==> src/rtl/fft_channel_scheduler.sv <==
// Arbitrates the shared FFT engine between two ADC capture FIFOs and streams
// one FRAME_LEN-sample frame from the granted FIFO per FFT run.
module fft_channel_scheduler #(
  parameter int unsigned FRAME_LEN = 256,
  parameter int unsigned DATA_W    = 8,
  parameter int unsigned TIMEOUT   = 4095
) (
  input  logic              Clk,
  input  logic              Reset,
  input  logic              FFT_enable,
  input  logic [1:0]        ch_mask,
  input  logic [1:0]        ch_ready,
  input  logic              mode,
  input  logic              fix_ch,
  input  logic [DATA_W-1:0] fifo_data0,
  input  logic [DATA_W-1:0] fifo_data1,
  output logic [1:0]        fifo_rd_en,
  output logic              fft_start,
  output logic              fft_in_valid,
  output logic [DATA_W-1:0] fft_in_data,
  output logic              fft_in_last,
  input  logic              fft_done,
  output logic              busy,
  output logic              cur_ch,
  output logic [15:0]       frame_cnt,
  output logic              timeout_err
);

  localparam int unsigned CNT_W = $clog2(FRAME_LEN);
  localparam int unsigned TO_W  = $clog2(TIMEOUT + 1);

  typedef enum logic [2:0] {IDLE, START, STREAM, DRAIN, WAIT_DONE} state_t;

  state_t             state;
  state_t             next_state;
  logic               last_grant;
  logic [CNT_W-1:0]   rd_cnt;
  logic [TO_W-1:0]    to_cnt;
  logic [1:0]         elig;
  logic [1:0]         elig_m;
  logic               grant_any;
  logic               grant_ch;
  logic               rd_last;
  logic               to_hit;
  logic [1:0]         rd_en_d;
  logic               start_d;
  logic               last_d;
  logic               to_err_d;
  logic               done_d;

  // Eligibility and round-robin / fixed-channel choice
  always_comb begin
    elig      = ch_ready & ch_mask & {2{FFT_enable}};
    elig_m    = elig;
    grant_ch  = 1'b0;
    if (mode) elig_m = elig & (fix_ch ? 2'b10 : 2'b01);
    grant_any = |elig_m;
    case (elig_m)
      2'b01:   grant_ch = 1'b0;
      2'b10:   grant_ch = 1'b1;
      2'b11:   grant_ch = ~last_grant;
      default: grant_ch = 1'b0;
    endcase
  end

  assign rd_last = (rd_cnt == CNT_W'(FRAME_LEN - 1));
  assign to_hit  = (to_cnt == TO_W'(TIMEOUT - 1));

  always_ff @(posedge Clk) begin
    if (Reset) state <= IDLE;
    else       state <= next_state;
  end

  always_comb begin
    next_state = state;
    case (state)
      IDLE:      if (grant_any) next_state = START;
      START:     next_state = STREAM;
      STREAM:    if (rd_last) next_state = DRAIN;
      DRAIN:     next_state = WAIT_DONE;
      WAIT_DONE: if (fft_done || to_hit) next_state = IDLE;
      default:   next_state = IDLE;
    endcase
  end

  // Next values of the registered outputs; done beats a same-cycle timeout
  always_comb begin
    rd_en_d  = 2'b00;
    start_d  = 1'b0;
    last_d   = 1'b0;
    to_err_d = 1'b0;
    done_d   = 1'b0;
    if (state == IDLE && grant_any) start_d = 1'b1;
    if (next_state == STREAM) rd_en_d = cur_ch ? 2'b10 : 2'b01;
    if (state == STREAM && rd_last) last_d = 1'b1;
    if (state == WAIT_DONE) begin
      done_d   = fft_done;
      to_err_d = ~fft_done & to_hit;
    end
  end

  always_ff @(posedge Clk) begin
    if (Reset) begin
      fifo_rd_en   <= 2'b00;
      fft_start    <= 1'b0;
      fft_in_valid <= 1'b0;
      fft_in_last  <= 1'b0;
      busy         <= 1'b0;
      cur_ch       <= 1'b0;
      last_grant   <= 1'b1;
      frame_cnt    <= 16'd0;
      timeout_err  <= 1'b0;
      rd_cnt       <= '0;
      to_cnt       <= '0;
    end else begin
      fifo_rd_en   <= rd_en_d;
      fft_start    <= start_d;
      fft_in_valid <= fifo_rd_en[cur_ch];
      fft_in_last  <= last_d;
      busy         <= (next_state != IDLE);
      timeout_err  <= to_err_d;
      if (start_d) begin
        cur_ch     <= grant_ch;
        last_grant <= grant_ch;
      end
      if (done_d) frame_cnt <= frame_cnt + 16'd1;
      if (state == START)       rd_cnt <= '0;
      else if (state == STREAM) rd_cnt <= rd_cnt + CNT_W'(1);
      if (state == DRAIN)          to_cnt <= '0;
      else if (state == WAIT_DONE) to_cnt <= to_cnt + TO_W'(1);
    end
  end

  // FIFO read data arrives one cycle after the strobe, aligned with fft_in_valid
  assign fft_in_data = fft_in_valid ? (cur_ch ? fifo_data1 : fifo_data0) : '0;

endmodule
==> config.mk <==
export PLATFORM = sky130hd
export DESIGN_NAME = fft_channel_scheduler
export DESIGN_NICKNAME = d
export VERILOG_FILES = /design/src/rtl/fft_channel_scheduler.sv
export SDC_FILE = /design/constraint.sdc
export NUM_CORES = 1
export LEC_CHECK = 0
export CAP_MARGIN = 20
export CORE_MARGIN = 2
export CORE_UTILIZATION = 52
export DETAILED_ROUTE_END_ITERATION = 12
export PLACE_DENSITY = 0.84
export SLEW_MARGIN = 0
export SYNTH_ARGS = -nofsm -noshare
export SYNTH_HDL_FRONTEND = slang
export SYNTH_SLANG_ARGS = --single-unit
==> constraint.sdc <==
create_clock -name Clk -period 4.4 [get_ports Clk]
set_input_delay 1.32 -clock Clk [delete_from_list [all_inputs] [get_ports Clk]]
set_output_delay 1.32 -clock Clk [all_outputs]
set_load 0.01 [all_outputs]
==> results of run 1 <==
==> path summary, 6_finish.rpt <==
path,to,from,cells after the start,slack (ns)
max,fft_in_data[4],fifo_data1[4],4,0.56
min,frame_cnt[15]$_SDFFE_PP0P_,frame_cnt[15]$_SDFFE_PP0P_,2,0.49
min reg2reg,frame_cnt[15]$_SDFFE_PP0P_,frame_cnt[15]$_SDFFE_PP0P_,2,0.49
max reg2reg,frame_cnt[15]$_SDFFE_PP0P_,state[2]$_SDFF_PP0_,4,2.12
==> sequential cells by signal, indices dropped and copies added (netlist names), 2 cells and up <==
signal / flops
fifo_rd_en: 2
state: 3
frame_cnt: 16
rd_cnt: 8
to_cnt: 12
==> Yosys cell counts, drive strengths merged (2+ instances only) <==
cell	number	share of area, %
nor3	8	1.7
clkbuf	9	1.5
a21oi	14	3.0
ha	4	2.2
nor4	8	2.2
and3	3	0.81
nand4	11	3.0
or4	3	1.1
and2	2	0.54
nand3	9	2.0
mux2i	9	3.9
nor3b	2	0.65
nor2b	10	2.7
or2	4	1.1
inv	9	1.5
or3	8	2.2
o21ai	15	3.3
xnor2	13	4.9
nand3b	2	0.65
dfxtp	48	42
nand4bb	2	0.98
nand2	16	2.6
nor2	32	5.2
xor2	10	3.8
nand2b	4	1.1
==> through the flow <==
| step | hold WS (ns) | power, µW | cell area [µm²] |
|---|---|---|---|
| finish | 0.488 | 744 | 2990 |
| global route | 0.518 | 776 | 2990 |
| CTS | 0.497 | 751 | 2990 |
| detailed placement | 0.485 | 515 | 2910 |
| global placement | 0.467 | 513 | 2910 |
| floorplan | 0.458 | 480 | 2300 |
==> where the power goes <==
| part | switching, µW | internal, µW |
|---|---|---|
| Combinational | 21.6 | 36.8 |
| Clock | 132 | 108 |
| Sequential | 7.56 | 438 |
==> worst reg2reg max path, cell delays in order (launching register included) <==
cell	delay [ns]
dfxtp_1	0.62
nand4bb_1	0.45
or4_1	0.64
or3_1	0.37
a21oi_1	0.14
==> cells by family after synthesis <==
logic type / after synthesis
AO/OA/AOI/OAI: 38
multiplexers: 10
flip-flops: 48
buffers and inverters: 19
XOR/XNOR: 23
AND/OR/NAND/NOR: 128
adder cells (fa/ha/maj): 4
==> layout make-up <==
class / instances / share of cell area, %
clock buffer: 6 / 2.43
clock inverter: 1 / 0.168
inverter: 9 / 1.13
multi-input combinational: 203 / 42.6
sequential: 48 / 32.2
tap: 52 / 2.18
timing repair buffer: 58 / 19.3
==> routing by layer <==
layer / track usage [%] / routed length [µm] / share of wire (%) / vias up
li1: - / - / - / 1062
met1: 24.3 / 2110 / 44 / 943
met2: 35.5 / 2280 / 48 / 48
met3: 5.27 / 298 / 6.3 / 6
met4: 6.50 / 56 / 1.2 / 0
met5: 0 / 0 / 0 / -
==> flow_summary.ini, run 1 <==
[routing]
ant_nets = 0
drc = 0
vias = 2059
first_pass_iters = 4
drtIter0Drc = 124
viasPerCell = 5.46
finalWirelength_um = 4750
routedWlPerCell_um = 12.6

[floorplan]
die_area_mm2 = 0.00498
ios = 58
die_w_um = 70.6
core-area_mm2 = 0.00432
initial_core_util_pct = 53.3
num_rows = 24
die_h_um = 70.6

[synth]
ys_warn_count = 0
synth_ff_type = dfxtp_1
synth.avg_cell_area_um2 = 8.54
synth_edf_count = 0
syn_inst = 270
muxShareOfSynthArea_pct = 4.40
ys_async_sr_fraction_pct = 0
synth_seq_cells = 48
synth_compound_area_share_pct = 9.55
syn_area_mm2 = 0.00230
synthXorXnorAreaFrac_pct = 8.74
synth.distinct_cells = 43
synthSimpleGateAreaFrac_pct = 30.3
synth_top_family_by_area = simple AND/OR/NAND/NOR gates
seq_area_frac_synth_pct = 41.7
syn_nets = 300
synthAdderAreaFrac_pct = 2.17

[grt]
grt_pass1_vias = 1927
antenna_found_initial = 0
grt_pass1_wl_um = 8340
grt_max_degree = 20
grt.total_usage_pct = 20.2
grt_overflow_total = 0

[clock_tree]
cts_hold_buffers = 0
cts_root_buf = clkbuf_8
cts_tree = built
postCtsSetupBuffers = 0
post_cts_resized = 0
worstSkewPairLatency_ns = 0.29
numClockSinks = 48
clkTransAtPathRegs_ns = 0.08
clockBufferDepth = 2
htree_levels = 2
cts-buffers-inserted = 5

[placement]
port_buffers = 57
dp_slack_ns = 0.550
dpl.hpwl_um = 3570
routabilityCongestion = 0.765
dp_cells = 370

[sta]
slew_headroom_pct = 51.8
period_minus_slack_ns = 3.84
tns_ns = 0
worst_slack_ns = 0.563
finalHoldViolations = 0
rsz0062_at_grt = no
fin_worst_skew_ns = 0.00325
worst_slew_pin_slew_ns = 0.713
max_freq_ghz = 0.261
setup_violations = 0
finalMaxSlewViolations = 0
finalCritPeriodShare_pct = 87.2

[final_layout]
multi_input_area_mm2 = 0.00127
layout_commonest_cell = clkdlybuf4s50_1
final_util_pct = 69.1
seqCellArea_um2 = 961
syn2layout_area_growth_pct = 29.6
drive_gt1_share_pct = 3.38
filler_cell_count = 361
n_antenna_cell = 0
nNetsFinal = 355
final_cells = 377
layout_common_cells = clkdlybuf4s50_1, dfxtp_1, nor2_1

[setup_path]
critPathLaunchType = input port
crit_family = buffers and inverters
cp-end-kind = output port
cp.arrival_ns = 2.52
cp.required_ns = 3.08
crit_top_cell = clkdlybuf4s50_1
slowest_delay_ns = 0.54
crit_path_top_delay_cell = clkdlybuf4s50_1
critPathKind = input port to output port
crit_chain = clkdlybuf4s50_1, mux2i_1, nor2b_1, clkdlybuf4s50_1
worst-path-buf-inv = 2
critPathMaxFanout = 1

[hold_path]
hold_class = flop to flop

[outcome]
status = finished clean

[pwr]
power-per-cell-area_mw_per_mm2 = 249
leakage_uw = 0.000982
irDropWorstVdd_v = 0.000200

[job]
maxCapViolations = 0
Power figures use the tool's default switching activity.
==> run 2, diff against run 1 <==
ABC_AREA = 0   (was default)
==> results of run 2 <==
No change in the layout: final DEF, timing and power equal those of run 1.
==> variant 1, RTL diff (settings of run 1) <==
Make the reset (`Reset`) asynchronous in 2 clocked blocks.
--- a/src/rtl/fft_channel_scheduler.sv
+++ b/src/rtl/fft_channel_scheduler.sv
@@ -66,7 +66,7 @@
   assign rd_last = (rd_cnt == CNT_W'(FRAME_LEN - 1));
   assign to_hit  = (to_cnt == TO_W'(TIMEOUT - 1));
 
-  always_ff @(posedge Clk) begin
+  always_ff @(posedge Clk or posedge Reset) begin
     if (Reset) state <= IDLE;
     else       state <= next_state;
   end
@@ -99,7 +99,7 @@
     end
   end
 
-  always_ff @(posedge Clk) begin
+  always_ff @(posedge Clk or posedge Reset) begin
     if (Reset) begin
       fifo_rd_en   <= 2'b00;
       fft_start    <= 1'b0;
Function: differs if Reset is asserted again (counterexample within 4 cycles, from zero or initial values and one cycle with Reset high); with Reset held inactive, the same outputs for 10 cycles.
==> variant 1 against run 1 <==
- area after synthesis grew 4.8%
- sequential cell count unchanged
- synthesized cell count fell by 17%
- setup slack lost 0.049 ns
- final area grew 4.3%
- critical endpoint is now fft_in_data[3]
- routed wire length grew 0.93%
- fmax decreased by 1.3%
Power is not compared: it rests on default switching activity, and its combinational part moved more than twofold at a synthesized area within 25%.
==> variant 1: results (changes against run 1) <==
Status
  – Outcome: finished clean (unchanged)

Worst hold path
  – Hold EP: frame_cnt[15]$_DFFE_PP0P_ (was frame_cnt[15]$_SDFFE_PP0P_)
  – Hold Path Stages: 1 (was 2)
  – HP Start: frame_cnt[15]$_DFFE_PP0P_ (was frame_cnt[15]$_SDFFE_PP0P_)

STA
  – Worst slew margin: 0.5223 (was 0.5181)
  – Clock Skews: 0.007211 ns (was 0.003255 ns)

Detailed routing
  – Wire length on met2: 2394 um (was 2282 um)
  – Met3 wire length: 221 um (was 298 um)
  – Detailed Route Iter0 Violations: 57 (was 124)
  – Met1 wire length: 2118 um (was 2109 um)

GRT
  – Met2 Use GR: 0.3303 (was 0.3553)
  – Total track usage: 0.1941 (was 0.2023)
  – Pin count of the biggest net entering global routing: 29 (was 20)
  – M3 GR Usage: 0.04583 (was 0.05271)

Worst setup path
  – Critical Path AT: 2.57 ns (was 2.52 ns)
  – CP Capture Point: fft_in_data[3] (was fft_in_data[4])
  – Max stage delay on crit path: 0.56 ns (was 0.54 ns)
  – Worst R2R Setup Slack: 2.59 ns (was 2.12 ns)
  – Worst r2r dst: fifo_rd_en[0]$_DFF_PP0_ (was frame_cnt[15]$_SDFFE_PP0P_)
  – Critical Path Source: fifo_data1[3] (was fifo_data1[4])

Synth
  – Unique masters post-synth: 50 (was 43)
  – Synth Net Count: 255 (was 300)
  – FFs w/ async S/R, synth: 1.000 (was 0)
  – Post-synthesis instance total: 225 (was 270)
  – Top cells by count, synth: dfrtp_1 (47), nand2_1 (29), mux2i_1 (14), nor2_1 (14), xor2_1 (10) (was dfxtp_1 (48), nor2_1 (32), nand2_1 (16))

Final layout
  – Count of multi-input gates: 165 (was 203)
  – Fill cells: 341 (was 361)
  – Nonclk inv count: 7 (was 9)
  – Clock network share of area: 0.02810 (was 0.02596)
  – Final #Nets: 315 (was 355)
  – Buffering overhead: 0.1855 (was 0.1935)
  – Clkbuf count: 5 (was 6)
  – Finished Layout Cells: 338 (was 377)
  – Multi-input combinational area share: 0.3713 (was 0.4259)

Placement
  – DP Cell Count: 330 (was 370)
  – Final Wtd Congestion: 0.7830 (was 0.7652)
[variant 1: logic make-up (layout without fill, tap and decap cells)]
logic type	Yosys count	count (layout)	synth area share
compound gates	29	29	0.08597
xor+xnor	18	18	0.06525
fa+ha+maj	4	4	0.02072
buf+inv	12	73	0.02330
flops	48	48	0.4977
mux	16	16	0.06732
simple gates	98	98	0.2398
[variant 1: metrics by stage]
step | instance area (sq um) | setup WS, ns | utilization | hold slack [ns]
2_1_floorplan | 2416 | 1.506 | - | 0.4435
3_3_place_gp | 3029 | 0.5693 | 0.6862 | 0.4571
3_5_place_dp | 3029 | 0.5160 | 0.6862 | 0.4707
4_1_cts | 3117 | 0.5108 | 0.7061 | 0.4848
5_1_grt | 3117 | 0.4650 | 0.7061 | 0.4974
6_report | 3117 | 0.5143 | 0.7061 | 0.4797
[variant 1: power breakdown]
group	internal [mW]	switching [mW]	leakage, nW
logic	0.225	0.176	0.679
registers	0.515	0.115	0.639
clock network	0.111	0.147	0.0479
==> variant 2, RTL diff (config.mk and constraints of run 1) <==
Made on the original files. The parameter `TIMEOUT` goes from 4095 to 2047.
--- a/src/rtl/fft_channel_scheduler.sv
+++ b/src/rtl/fft_channel_scheduler.sv
@@ -3,7 +3,7 @@
 module fft_channel_scheduler #(
   parameter int unsigned FRAME_LEN = 256,
   parameter int unsigned DATA_W    = 8,
-  parameter int unsigned TIMEOUT   = 4095
+  parameter int unsigned TIMEOUT   = 2047
 ) (
   input  logic              Clk,
   input  logic              Reset,
Behaviour: same outputs for any inputs over 10 cycles, from zero or initial values and one cycle with Reset high; that may be too few to reach the edited logic, so the function may still have changed.
==> variant 2 against run 1 <==
- final area shrank 2.0%
- power grew 0.97%
- area after synthesis shrank 2.6%
- combinational power grew 6.7%
- fmax shrank 1.3%
- register-to-register slack gained 0.37 ns
- via count shrank 4.6%
- setup slack lost 0.051 ns
- sequential cell count shrank 1
- utilization grew 2.6 points
- synthesized cell count shrank 3.7%
- routed wire length grew 0.51%
- final cell count shrank 3.2%
- clock power grew 5%
==> variant 2: results (changes against run 1) <==
Final layout
  – Design area: 2928 sq um (was 2988 sq um)
  – Regs by FF count: frame_cnt (16), to_cnt (11), rd_cnt (8) (was frame_cnt (16), to_cnt (12), rd_cnt (8))
  – Count of multi-input gates: 194 (was 203)
  – Sequential cell count: 47 (was 48)
  – Buffering overhead: 0.2000 (was 0.1935)
  – Clkbuf count: 7 (was 6)
  – Final #Nets: 344 (was 355)
  – Register share of the cell area: 0.3214 (was 0.3216)
  – Clock network share of area: 0.02778 (was 0.02596)
  – Nonclk inv count: 7 (was 9)
  – Layout cells sized above 1: 0.04127 (was 0.03385)
  – Fill cells: 333 (was 361)
  – Non-clock buffer instance count of the final layout: 59 (was 58)

Power and ir drop
  – Switching Fraction: 0.2272 (was 0.2170)
  – Clk pwr share: 0.335 (was 0.323)
  – Leak Pwr: 0.9637 nW (was 0.9821 nW)

GRT
  – Pin count of the biggest net entering global routing: 23 (was 20)
  – First-pass GRT wire length: 8293 um (was 8342 um)
  – Total track usage: 0.2088 (was 0.2023)
  – Met2 Use GR: 0.3600 (was 0.3553)
  – Vias in the first global route: 1838 (was 1927)

Detailed routing
  – Met3 wire length: 131 um (was 298 um)
  – Wire length on met2: 2393 um (was 2282 um)
  – Total Wirelength: 4771 um (was 4747 um)

Clock network
  – Worst skew pair latency: 0.31 ns (was 0.29 ns)

STA
  – Slew @ Worst Pin: 0.8140 ns (was 0.7132 ns)
  – Max Fclk: 257.2 MHz (was 260.6 MHz)

Placement
  – DP Cell Count: 357 (was 370)
  – Pre-CTS WS: 0.4842 ns (was 0.5499 ns)
  – Final Wtd Congestion: 0.8133 (was 0.7652)
  – DP Area: 2846 sq um (was 2910 sq um)

Status
  – Outcome: finished clean (unchanged)

Synth
  – Unique masters post-synth: 41 (was 43)
  – Synth Net Count: 290 (was 300)

Worst setup path
  – Max stage delay on crit path: 0.56 ns (was 0.54 ns)
-- variant 2: cell count changes after synthesis, moves of 3 or more --
cell / before / now
o21ai_0: 15 / 5
o31ai_1: 0 / 6
nor4_1: 8 / 3
nand3_1: 9 / 13
or3_1: 8 / 4
buf_1: 1 / 4
clkbuf_1: 9 / 6
nand4_1: 11 / 8
or4_1: 2 / 5
-- variant 2: metrics by stage --
| step | hold WS (ns) | total power, mW |
|---|---|---|
| final | 0.4817 | 0.7516 |
| after global routing | 0.5188 | 0.7771 |
| after CTS | 0.4837 | 0.7595 |
| after detailed placement | 0.4724 | 0.5107 |
| after global placement | 0.4638 | 0.5089 |
| after floorplan | 0.4600 | 0.4738 |
-- variant 2: cell families after synthesis --
logic type      share of synthesized area
fa+ha+maj                         0.02229
compound gates                    0.09638
flops                              0.4189
mux                               0.04457
xor+xnor                          0.08579
simple gates                       0.2992
buf+inv                           0.03287
